$ cat config.mk
export PLATFORM = sky130hd
export DESIGN_NAME = svnet_fifo_reader
export DESIGN_NICKNAME = d
export VERILOG_FILES = /design/src/rtl/svnet_fifo_reader_pkg.sv /design/src/rtl/svnet_fifo_reader_packer.sv /design/src/rtl/svnet_fifo_reader.sv
export SDC_FILE = /design/constraint.sdc
export NUM_CORES = 1
export LEC_CHECK = 0
export CAP_MARGIN = 5
export CORE_MARGIN = 1
export CORE_UTILIZATION = 25
export CTS_BUF_LIST = sky130_fd_sc_hd__clkbuf_8
export CTS_CLUSTER_DIAMETER = 100
export CTS_CLUSTER_SIZE = 20
export DETAILED_ROUTE_END_ITERATION = 12
export GPL_TIMING_DRIVEN = 0
export PLACE_DENSITY = 0.55
export SYNTH_ARGS = -nofsm -noshare
export SYNTH_HDL_FRONTEND = slang
export SYNTH_SLANG_ARGS = --single-unit
$ cat constraint.sdc
create_clock -name clk -period 6.2 [get_ports clk]
set_clock_uncertainty 0.15 [all_clocks]
set_input_delay 1.24 -clock clk [delete_from_list [all_inputs] [get_ports clk]]
set_output_delay 1.24 -clock clk [all_outputs]
set_load 0.01 [all_outputs]
$ cat src/rtl/svnet_fifo_reader_pkg.sv
// Shared types and counter-width helpers for the svnet FIFO read-side packer.
// Used by svnet_fifo_reader and svnet_fifo_reader_packer.
package svnet_fifo_reader_pkg;

  typedef enum logic [1:0] {
    IDLE  = 2'd0,
    RUN   = 2'd1,
    DRAIN = 2'd2
  } svnet_fifo_reader_state_t;

  localparam int SVNET_FIFO_READER_STATE_W = 2;

  function automatic int lane_cnt_w(input int ratio);
    return (ratio > 1) ? $clog2(ratio) : 1;
  endfunction

  function automatic int beat_cnt_w(input int ratio, input int burst);
    return (ratio * burst > 1) ? $clog2(ratio * burst) : 1;
  endfunction

endpackage

$ cat src/rtl/svnet_fifo_reader_packer.sv
// Lane packer: collects RATIO narrow words into one wide word, first word in the low lane.
// flush_pad closes a partial word early; the unfilled upper lanes stay zero.
module svnet_fifo_reader_packer
  import svnet_fifo_reader_pkg::*;
#(
  parameter int WIDTH = 8,
  parameter int RATIO = 4
) (
  input  logic                   clk,
  input  logic                   rst_n,
  input  logic                   shift,
  input  logic                   flush_pad,
  input  logic [WIDTH-1:0]       data,
  output logic [WIDTH*RATIO-1:0] word,
  output logic                   word_done
);

  localparam int LW = lane_cnt_w(RATIO);

  logic [LW-1:0]          lane_cnt_p0;
  logic [WIDTH*RATIO-1:0] lanes_p0;
  logic [WIDTH*RATIO-1:0] merged;
  logic                   last;

  always_comb begin
    merged = lanes_p0;
    merged[lane_cnt_p0*WIDTH +: WIDTH] = data;
    last = shift && ((lane_cnt_p0 == LW'(RATIO - 1)) || flush_pad);
  end

  // p0 -> p1: lanes are cleared as a word leaves, which provides the zero padding
  always_ff @(posedge clk) begin
    if (!rst_n) begin
      lane_cnt_p0 <= '0;
      lanes_p0    <= '0;
      word        <= '0;
      word_done   <= 1'b0;
    end else begin
      word_done <= last;
      if (shift) begin
        if (last) begin
          word        <= merged;
          lanes_p0    <= '0;
          lane_cnt_p0 <= '0;
        end else begin
          lanes_p0    <= merged;
          lane_cnt_p0 <= lane_cnt_p0 + 1'b1;
        end
      end
    end
  end

endmodule

$ cat src/rtl/svnet_fifo_reader.sv
// Read-side master: drains an upstream svnet FIFO in fixed bursts and writes packed wide words.
// Optional tail flush (extra port flush) enabled by defining SVNET_FIFO_READER_FLUSH_EN.
module svnet_fifo_reader
  import svnet_fifo_reader_pkg::*;
#(
  parameter int WIDTH     = 8,
  parameter int RATIO     = 4,
  parameter int BURST     = 2,
  parameter int IN_DEPTH  = 16,
  parameter int OUT_DEPTH = 4
) (
  input  logic                           clk,
  input  logic                           rst_n,
`ifdef SVNET_FIFO_READER_FLUSH_EN
  input  logic                           flush,
`endif
  input  logic [$clog2(IN_DEPTH):0]      in_used_space,
  input  logic [WIDTH-1:0]               in_read_data,
  output logic                           in_read,
  input  logic [$clog2(OUT_DEPTH):0]     out_free_space,
  output logic                           out_write,
  output logic [WIDTH*RATIO-1:0]         out_write_data,
  output logic                           busy
);

  localparam int BEATS = RATIO * BURST;
  localparam int UW    = $clog2(IN_DEPTH) + 1;
  localparam int FW    = $clog2(OUT_DEPTH) + 1;
  localparam int BCW   = beat_cnt_w(RATIO, BURST);

  if (RATIO < 2 || (RATIO & (RATIO - 1)) != 0) begin : g_bad_ratio
    $error("svnet_fifo_reader: RATIO must be a power of two >= 2");
  end
  if (BURST < 1) begin : g_bad_burst
    $error("svnet_fifo_reader: BURST must be >= 1");
  end
  if (IN_DEPTH < BEATS) begin : g_bad_in_depth
    $error("svnet_fifo_reader: IN_DEPTH must be >= RATIO*BURST");
  end
  if (OUT_DEPTH < BURST) begin : g_bad_out_depth
    $error("svnet_fifo_reader: OUT_DEPTH must be >= BURST");
  end

  svnet_fifo_reader_state_t state_q;
  logic [BCW-1:0]           beat_cnt_q;
  logic                     flush_q;
  logic                     start_run;
  logic                     last_beat;
  logic                     flush_go;
  logic [BCW-1:0]           flush_beats;
  logic                     flush_pad;

  // Both FIFOs report registered status, so a burst is only launched once the
  // whole burst's data and space are guaranteed; nothing can stall it mid-way.
  assign start_run = (in_used_space >= UW'(BEATS)) && (out_free_space >= FW'(BURST));
  assign last_beat = (beat_cnt_q == '0);
  assign in_read   = rst_n && (state_q == RUN);
  assign busy      = (state_q != IDLE);

`ifdef SVNET_FIFO_READER_FLUSH_EN
  int fit_words;
  int n_words;

  always_comb begin
    fit_words   = RATIO * ((int'(out_free_space) >= BURST) ? BURST : int'(out_free_space));
    n_words     = (int'(in_used_space) < fit_words) ? int'(in_used_space) : fit_words;
    flush_go    = flush && (in_used_space != '0) && (out_free_space != '0);
    flush_beats = BCW'(n_words - 1);
  end
`else
  assign flush_go    = 1'b0;
  assign flush_beats = '0;
`endif

  assign flush_pad = flush_q && last_beat;

  always_ff @(posedge clk) begin
    if (!rst_n) begin
      state_q    <= IDLE;
      beat_cnt_q <= '0;
      flush_q    <= 1'b0;
    end else begin
      case (state_q)
        IDLE: begin
          if (start_run) begin
            state_q    <= RUN;
            beat_cnt_q <= BCW'(BEATS - 1);
            flush_q    <= 1'b0;
          end else if (flush_go) begin
            state_q    <= RUN;
            beat_cnt_q <= flush_beats;
            flush_q    <= 1'b1;
          end
        end
        RUN: begin
          if (last_beat) begin
            state_q <= DRAIN;
          end else begin
            beat_cnt_q <= beat_cnt_q - 1'b1;
          end
        end
        DRAIN: begin
          state_q <= IDLE;
          flush_q <= 1'b0;
        end
        default: state_q <= IDLE;
      endcase
    end
  end

  svnet_fifo_reader_packer #(
    .WIDTH (WIDTH),
    .RATIO (RATIO)
  ) u_packer (
    .clk       (clk),
    .rst_n     (rst_n),
    .shift     (in_read),
    .flush_pad (flush_pad),
    .data      (in_read_data),
    .word      (out_write_data),
    .word_done (out_write)
  );

  a_read_nonempty: assert property (@(posedge clk) disable iff (!rst_n)
    in_read |-> (in_used_space != '0));
  a_write_has_space: assert property (@(posedge clk) disable iff (!rst_n)
    out_write |-> (out_free_space != '0));

  final begin
    a_final_idle: assert (state_q == IDLE);
  end

endmodule
# After elaboration in Yosys (flattened, before gate mapping)
# Index checks and enable logic that the tools add are counted.
[classes]
eq_ne = 6
muxes = 11
shift = 2
n_addsub = 3
n_reduce_logical = 14
magnitude_cmp = 2
[ops]
columns = ["op", "count"]
rows = [
  ["$neg 5->34", 1],
  ["$shift 8x34->32 const A", 1],
  ["$shiftx 8x34->32", 1],
  ["$bwmux 32", 1],
  ["$mux 32", 1],
  ["$mux 2", 3],
  ["$mux 3", 2],
  ["$ne 2x2->1 const B", 3],
  ["$pmux 3 s2", 1],
  ["$reduce_and 2->1", 3],
  ["$reduce_bool 2->1", 3],
  ["$ge 5x4->1 const B", 1],
  ["$eq 2x2->1 const B", 2],
  ["$logic_and 1x1->1", 4],
  ["$pmux 2 s2", 1],
  ["$ge 3x2->1 const B", 1],
  ["$logic_not 3->1", 1],
  ["$reduce_and 3->1", 1],
  ["$sub 3x1->3 const B", 1],
  ["$add 2x1->2 const B", 1],
  ["$eq 2x1->1 const B", 1],
  ["$logic_not 2->1", 1],
  ["$pmux 1 s2", 1],
  ["$logic_or 1x1->1", 1],
  ["$mux 1", 1],
]
[totals]
word_cells = 45
ff_bits = 73
output_inout_bits = 35

# Logic depth before layout (Yosys ltp)
[logic_depth]
word_depth = 5
ltp_mapped = 7
mapped_depth_nobuf = 6

# Hierarchy
# Synthesis repeated with hierarchy kept, for this count alone.
[unflattened]
cells_unflattened = 297
hier_area_um2 = 2971.6
[modules_own_cells]
columns = ["module", "area_each_um2", "cells_per_inst", "n_inst"]
rows = [
  ["svnet_fifo_reader_packer", 2718.9, 272, 1],
  ["svnet_fifo_reader", 252.7, 25, 1],
]

# Worst setup path after synthesis
# OpenSTA, ideal clock, no wires.
[synth_path]
path_kind = "in2out"
from = "in rst_n"
to = "out in_read"
path_stages = 4
t_arrival_ns = 1.952
slack_ns = 2.858
required_ns = 4.810
path_cell_list = "buf_2 buf_2 clkbuf_1 and2_1"
[synth_between]
elab_chain_len = 1
[synth_rtl]
columns = ["element", "line_no", "text"]
rows = [
  ["start, declared", "svnet_fifo_reader.sv:13", "input logic rst_n,"],
  ["$logic_and 1x1->1", "svnet_fifo_reader.sv:57", "assign in_read = rst_n && (state_q == RUN);"],
  ["end, declared", "svnet_fifo_reader.sv:19", "output logic in_read,"],
]
# No other way between the ends.

# Worst setup path after layout
# Ends and elaborated chain as after synthesis.

==> out/results.ini <==
[clock_tree]
cts_post_setup_buffers_inserted=0
cts.root.buffer_cell=sky130_fd_sc_hd__clkbuf_8
worst_skew_pair.late_latency_ns=0.34
clk_transition_reported_paths_ns=0.07
clock_sinks=64
maximum_buffer_depth_of_the_clock_tree=2
hold_buffers=0
ctsHtreeMaxLevel=3
cts_inserted_buffers=9
cts_repair_resize_count=0
cts_tree=built

[floorplanning]
ios=53
die_width_um=105
design.die.area_mm2=0.0110
core_area_mm2=0.0103
die_height_um=105
rows=37
start_util_pct=25.7

[setup_path]
r2r_setup_slack_ns=3.57
regToRegEndpoint=u_packer.lanes_p0[23]$_SDFFE_PN0P_
worstSetupEndpointType=output pin
worst_ep_required_time_ns=4.81
crit-reg2reg-launch=u_packer.lane_cnt_p0[0]$_SDFFE_PN0P_
timing.critical_path.arrival_ns=2.74
crit_fanout=10
startpoint_class=primary input
critPathKind=primary input to output pin
worst-r2r-cell-count=5

[synthesis]
leading_post_synthesis_cells_by_cell_area=sky130_fd_sc_hd__dfxtp_1 (48%), sky130_fd_sc_hd__o22ai_1 (5.7%), sky130_fd_sc_hd__nand2_1 (5.1%)
post_synth_inst_count=298
mappedNetlistArea_mm2=0.00265
synth_warnings=0
ys_types=39
netlist.area_leader.share_pct=48.4
ys_ff_latch=64
synth_largest_area_cell=sky130_fd_sc_hd__dfxtp_1
yosysSeqAreaShare_pct=48.4
syn-num-nets=323
synthesis.area_per_instance_um2=8.88

[global_route]
pin_count_of_the_biggest_net_entering_global_routing=13
globalRouteTotalUtil_pct=14.0
wire_length_of_the_first_global_routing_pass_mm=12.0
number_of_global_route_vias_before_repair=2275
grt_remaining_overflow=0
antenna_found_initial=0

[route]
drt-vias-per-instance=4.79
drt_pass1_iterations=4
drc_errors=0
routed-via-count=2382
routed_wire_length_mm=7.29
routedWlPerCell_um=14.7
antenna_left=0
detailedRoute.firstIterationViolations=126

[timing]
fin_crit_sh_pct=66.6
slew_headroom_pct=53.1
max_freq_ghz=0.242
grt_setup_unrepaired=no
post-route-min-period_ns=4.13
finalHoldViolations=0
report.final.slew_viol_count=0
setup-violations-final=0
tightestPinTransition_ns=0.702
tns_ns=0

[power_and_ir_drop]
power.total_mw=0.964
power.static_leakage_nw=1.20
vdd_ir_drop_max_v=0.0000810
cellPowerDensity_mw_per_mm2=274

[placed_design]
count_of_buffers_from_port_buffering=47
post-dp-hpwl_mm=5.36
globalplace.congestion=0.809

[min_path]
holdPathStages=2
hold_crit_path_type=flop to flop
timing.hold.worst.start=u_packer.lanes_p0[13]$_SDFFE_PN0P_
timing.hold.worst_endpoint=u_packer.lanes_p0[13]$_SDFFE_PN0P_

[layout]
area_growth_syn_to_layout_pct=32.9
n_antenna_cell=0
filler_cell_count=1075
post_layout_util_pct=34.2
design.final.nets=381
drive_above_1_share_pct=7.76

[job]
maxCapViolations=0

[run_status]
outcome=complete, no violations

## synthesized netlist by cell type
library cell                count
sky130_fd_sc_hd__buf_2          6
sky130_fd_sc_hd__and2_1         1
sky130_fd_sc_hd__nor3b_4        1
sky130_fd_sc_hd__clkbuf_1      11
sky130_fd_sc_hd__nand2b_1      17
sky130_fd_sc_hd__nand2_1       36
sky130_fd_sc_hd__o2bb2ai_1      7
sky130_fd_sc_hd__nand3b_1       1
sky130_fd_sc_hd__mux2i_1        1
sky130_fd_sc_hd__nand4b_2       1
sky130_fd_sc_hd__o31a_1         1
sky130_fd_sc_hd__o311a_1        2
sky130_fd_sc_hd__buf_1          1
sky130_fd_sc_hd__a221oi_1       8
sky130_fd_sc_hd__ha_1           7
sky130_fd_sc_hd__clkinv_1       2
sky130_fd_sc_hd__nor4b_1        1
sky130_fd_sc_hd__nor4bb_1       2
sky130_fd_sc_hd__nand3_1        3
sky130_fd_sc_hd__clkbuf_2       1
sky130_fd_sc_hd__o22ai_1       24
sky130_fd_sc_hd__nor2_1         7
sky130_fd_sc_hd__inv_1         21
sky130_fd_sc_hd__o21ai_0       16
sky130_fd_sc_hd__o21ai_1        2
sky130_fd_sc_hd__a21oi_1        8
sky130_fd_sc_hd__a31oi_1       16
sky130_fd_sc_hd__buf_4          2
sky130_fd_sc_hd__nor3b_1        1
sky130_fd_sc_hd__dfxtp_1       64
sky130_fd_sc_hd__nor3_1         1
sky130_fd_sc_hd__and3b_1        1
sky130_fd_sc_hd__a2bb2o_1       1
sky130_fd_sc_hd__and3_1         1
sky130_fd_sc_hd__nor2b_1        2
sky130_fd_sc_hd__or2_2          1
sky130_fd_sc_hd__nand4_1       16
sky130_fd_sc_hd__o21a_1         2
sky130_fd_sc_hd__a21boi_0       2
## metrics by stage
step / instance area (µm²) / std cells / hold slack, ns / setup WS (ns)
global placement: 3290 / 481 / 0.288 / 2.06
detailed placement: 3290 / 481 / 0.293 / 2.05
floorplan: 2650 / 298 / 0.279 / 2.86
finish: 3520 / 497 / 0.307 / 2.07
global route: 3520 / 497 / 0.322 / 1.96
CTS: 3520 / 497 / 0.304 / 2.05
## kinds of logic after synthesis
family / Yosys count / synth area share [%]
AOI/OAI and AO/OA: 89 / 21.9
adders and majority gates: 7 / 3.31
DFF: 64 / 48.4
muxes: 1 / 0.378
buffers and inverters: 44 / 6.86
and+or+nand+nor: 93 / 19.1
## power breakdown
| group | switching, mW | leakage [nW] | internal, mW |
|---|---|---|---|
| logic | 0.0775 | 0.573 | 0.0459 |
| registers | 0.00943 | 0.517 | 0.423 |
| clock network | 0.169 | 0.109 | 0.239 |
| total | 0.256 | 1.20 | 0.707 |
## registers in the layout (all words and copies together), names as in the netlist
register	count
u_packer.lane_cnt_p0	2
u_packer.lanes_p0	24
u_packer.word_done	1
state_q	2
u_packer.word	32
beat_cnt_q	3
## metal layers
metal  routed length, µm  GRT usage, %
met2                3460          22.8
met3                 260          2.87
met5                   0             0
met4                 157          6.84
met1                3410          17.6
## area by class of cell
| type | instances | area, µm² | share of cell area [%] |
|---|---|---|---|
| plain buffers | 21 | 95.1 | 2.70 |
| flip-flops and latches | 64 | 1280 | 36.4 |
| inverters | 23 | 86.3 | 2.45 |
| repair buffers | 47 | 470 | 13.4 |
| multi-input cells | 190 | 1180 | 33.7 |
| clock inverters | 6 | 92.6 | 2.63 |
| clock buffers | 10 | 138 | 3.91 |
| well taps | 136 | 170 | 4.84 |
## critical path, cell delays in order
cell	delay [ns]
sky130_fd_sc_hd__buf_2	0.19
sky130_fd_sc_hd__buf_2	0.18
sky130_fd_sc_hd__clkbuf_1	0.39
sky130_fd_sc_hd__and2_1	0.20
sky130_fd_sc_hd__clkdlybuf4s50_1	0.53
## placed cells by master, fill, tap and decap left out, types with 8 or more instances in the layout
| cell type | netlist | layout |
|---|---|---|
| sky130_fd_sc_hd__nand2b_1 | 17 | 17 |
| sky130_fd_sc_hd__clkbuf_1 | 11 | 11 |
| sky130_fd_sc_hd__a21oi_1 | 8 | 8 |
| sky130_fd_sc_hd__clkdlybuf4s50_1 | 0 | 47 |
| sky130_fd_sc_hd__o21ai_0 | 16 | 16 |
| sky130_fd_sc_hd__o22ai_1 | 24 | 24 |
| sky130_fd_sc_hd__a31oi_1 | 16 | 16 |
| sky130_fd_sc_hd__inv_1 | 21 | 21 |
| sky130_fd_sc_hd__dfxtp_1 | 64 | 64 |
| sky130_fd_sc_hd__clkbuf_8 | 0 | 10 |
| sky130_fd_sc_hd__a221oi_1 | 8 | 8 |
| sky130_fd_sc_hd__nand4_1 | 16 | 16 |
| sky130_fd_sc_hd__nand2_1 | 36 | 36 |
## worst max-delay path by stage
stage | startpoint | to | slack, ns
after global routing | rst_n | in_read | 1.96
final | rst_n | in_read | 2.07
after global placement | rst_n | in_read | 2.06
after floorplan | rst_n | in_read | 2.86
after CTS | rst_n | in_read | 2.05
after detailed placement | rst_n | in_read | 2.05
(Power assumes the default switching activity.)
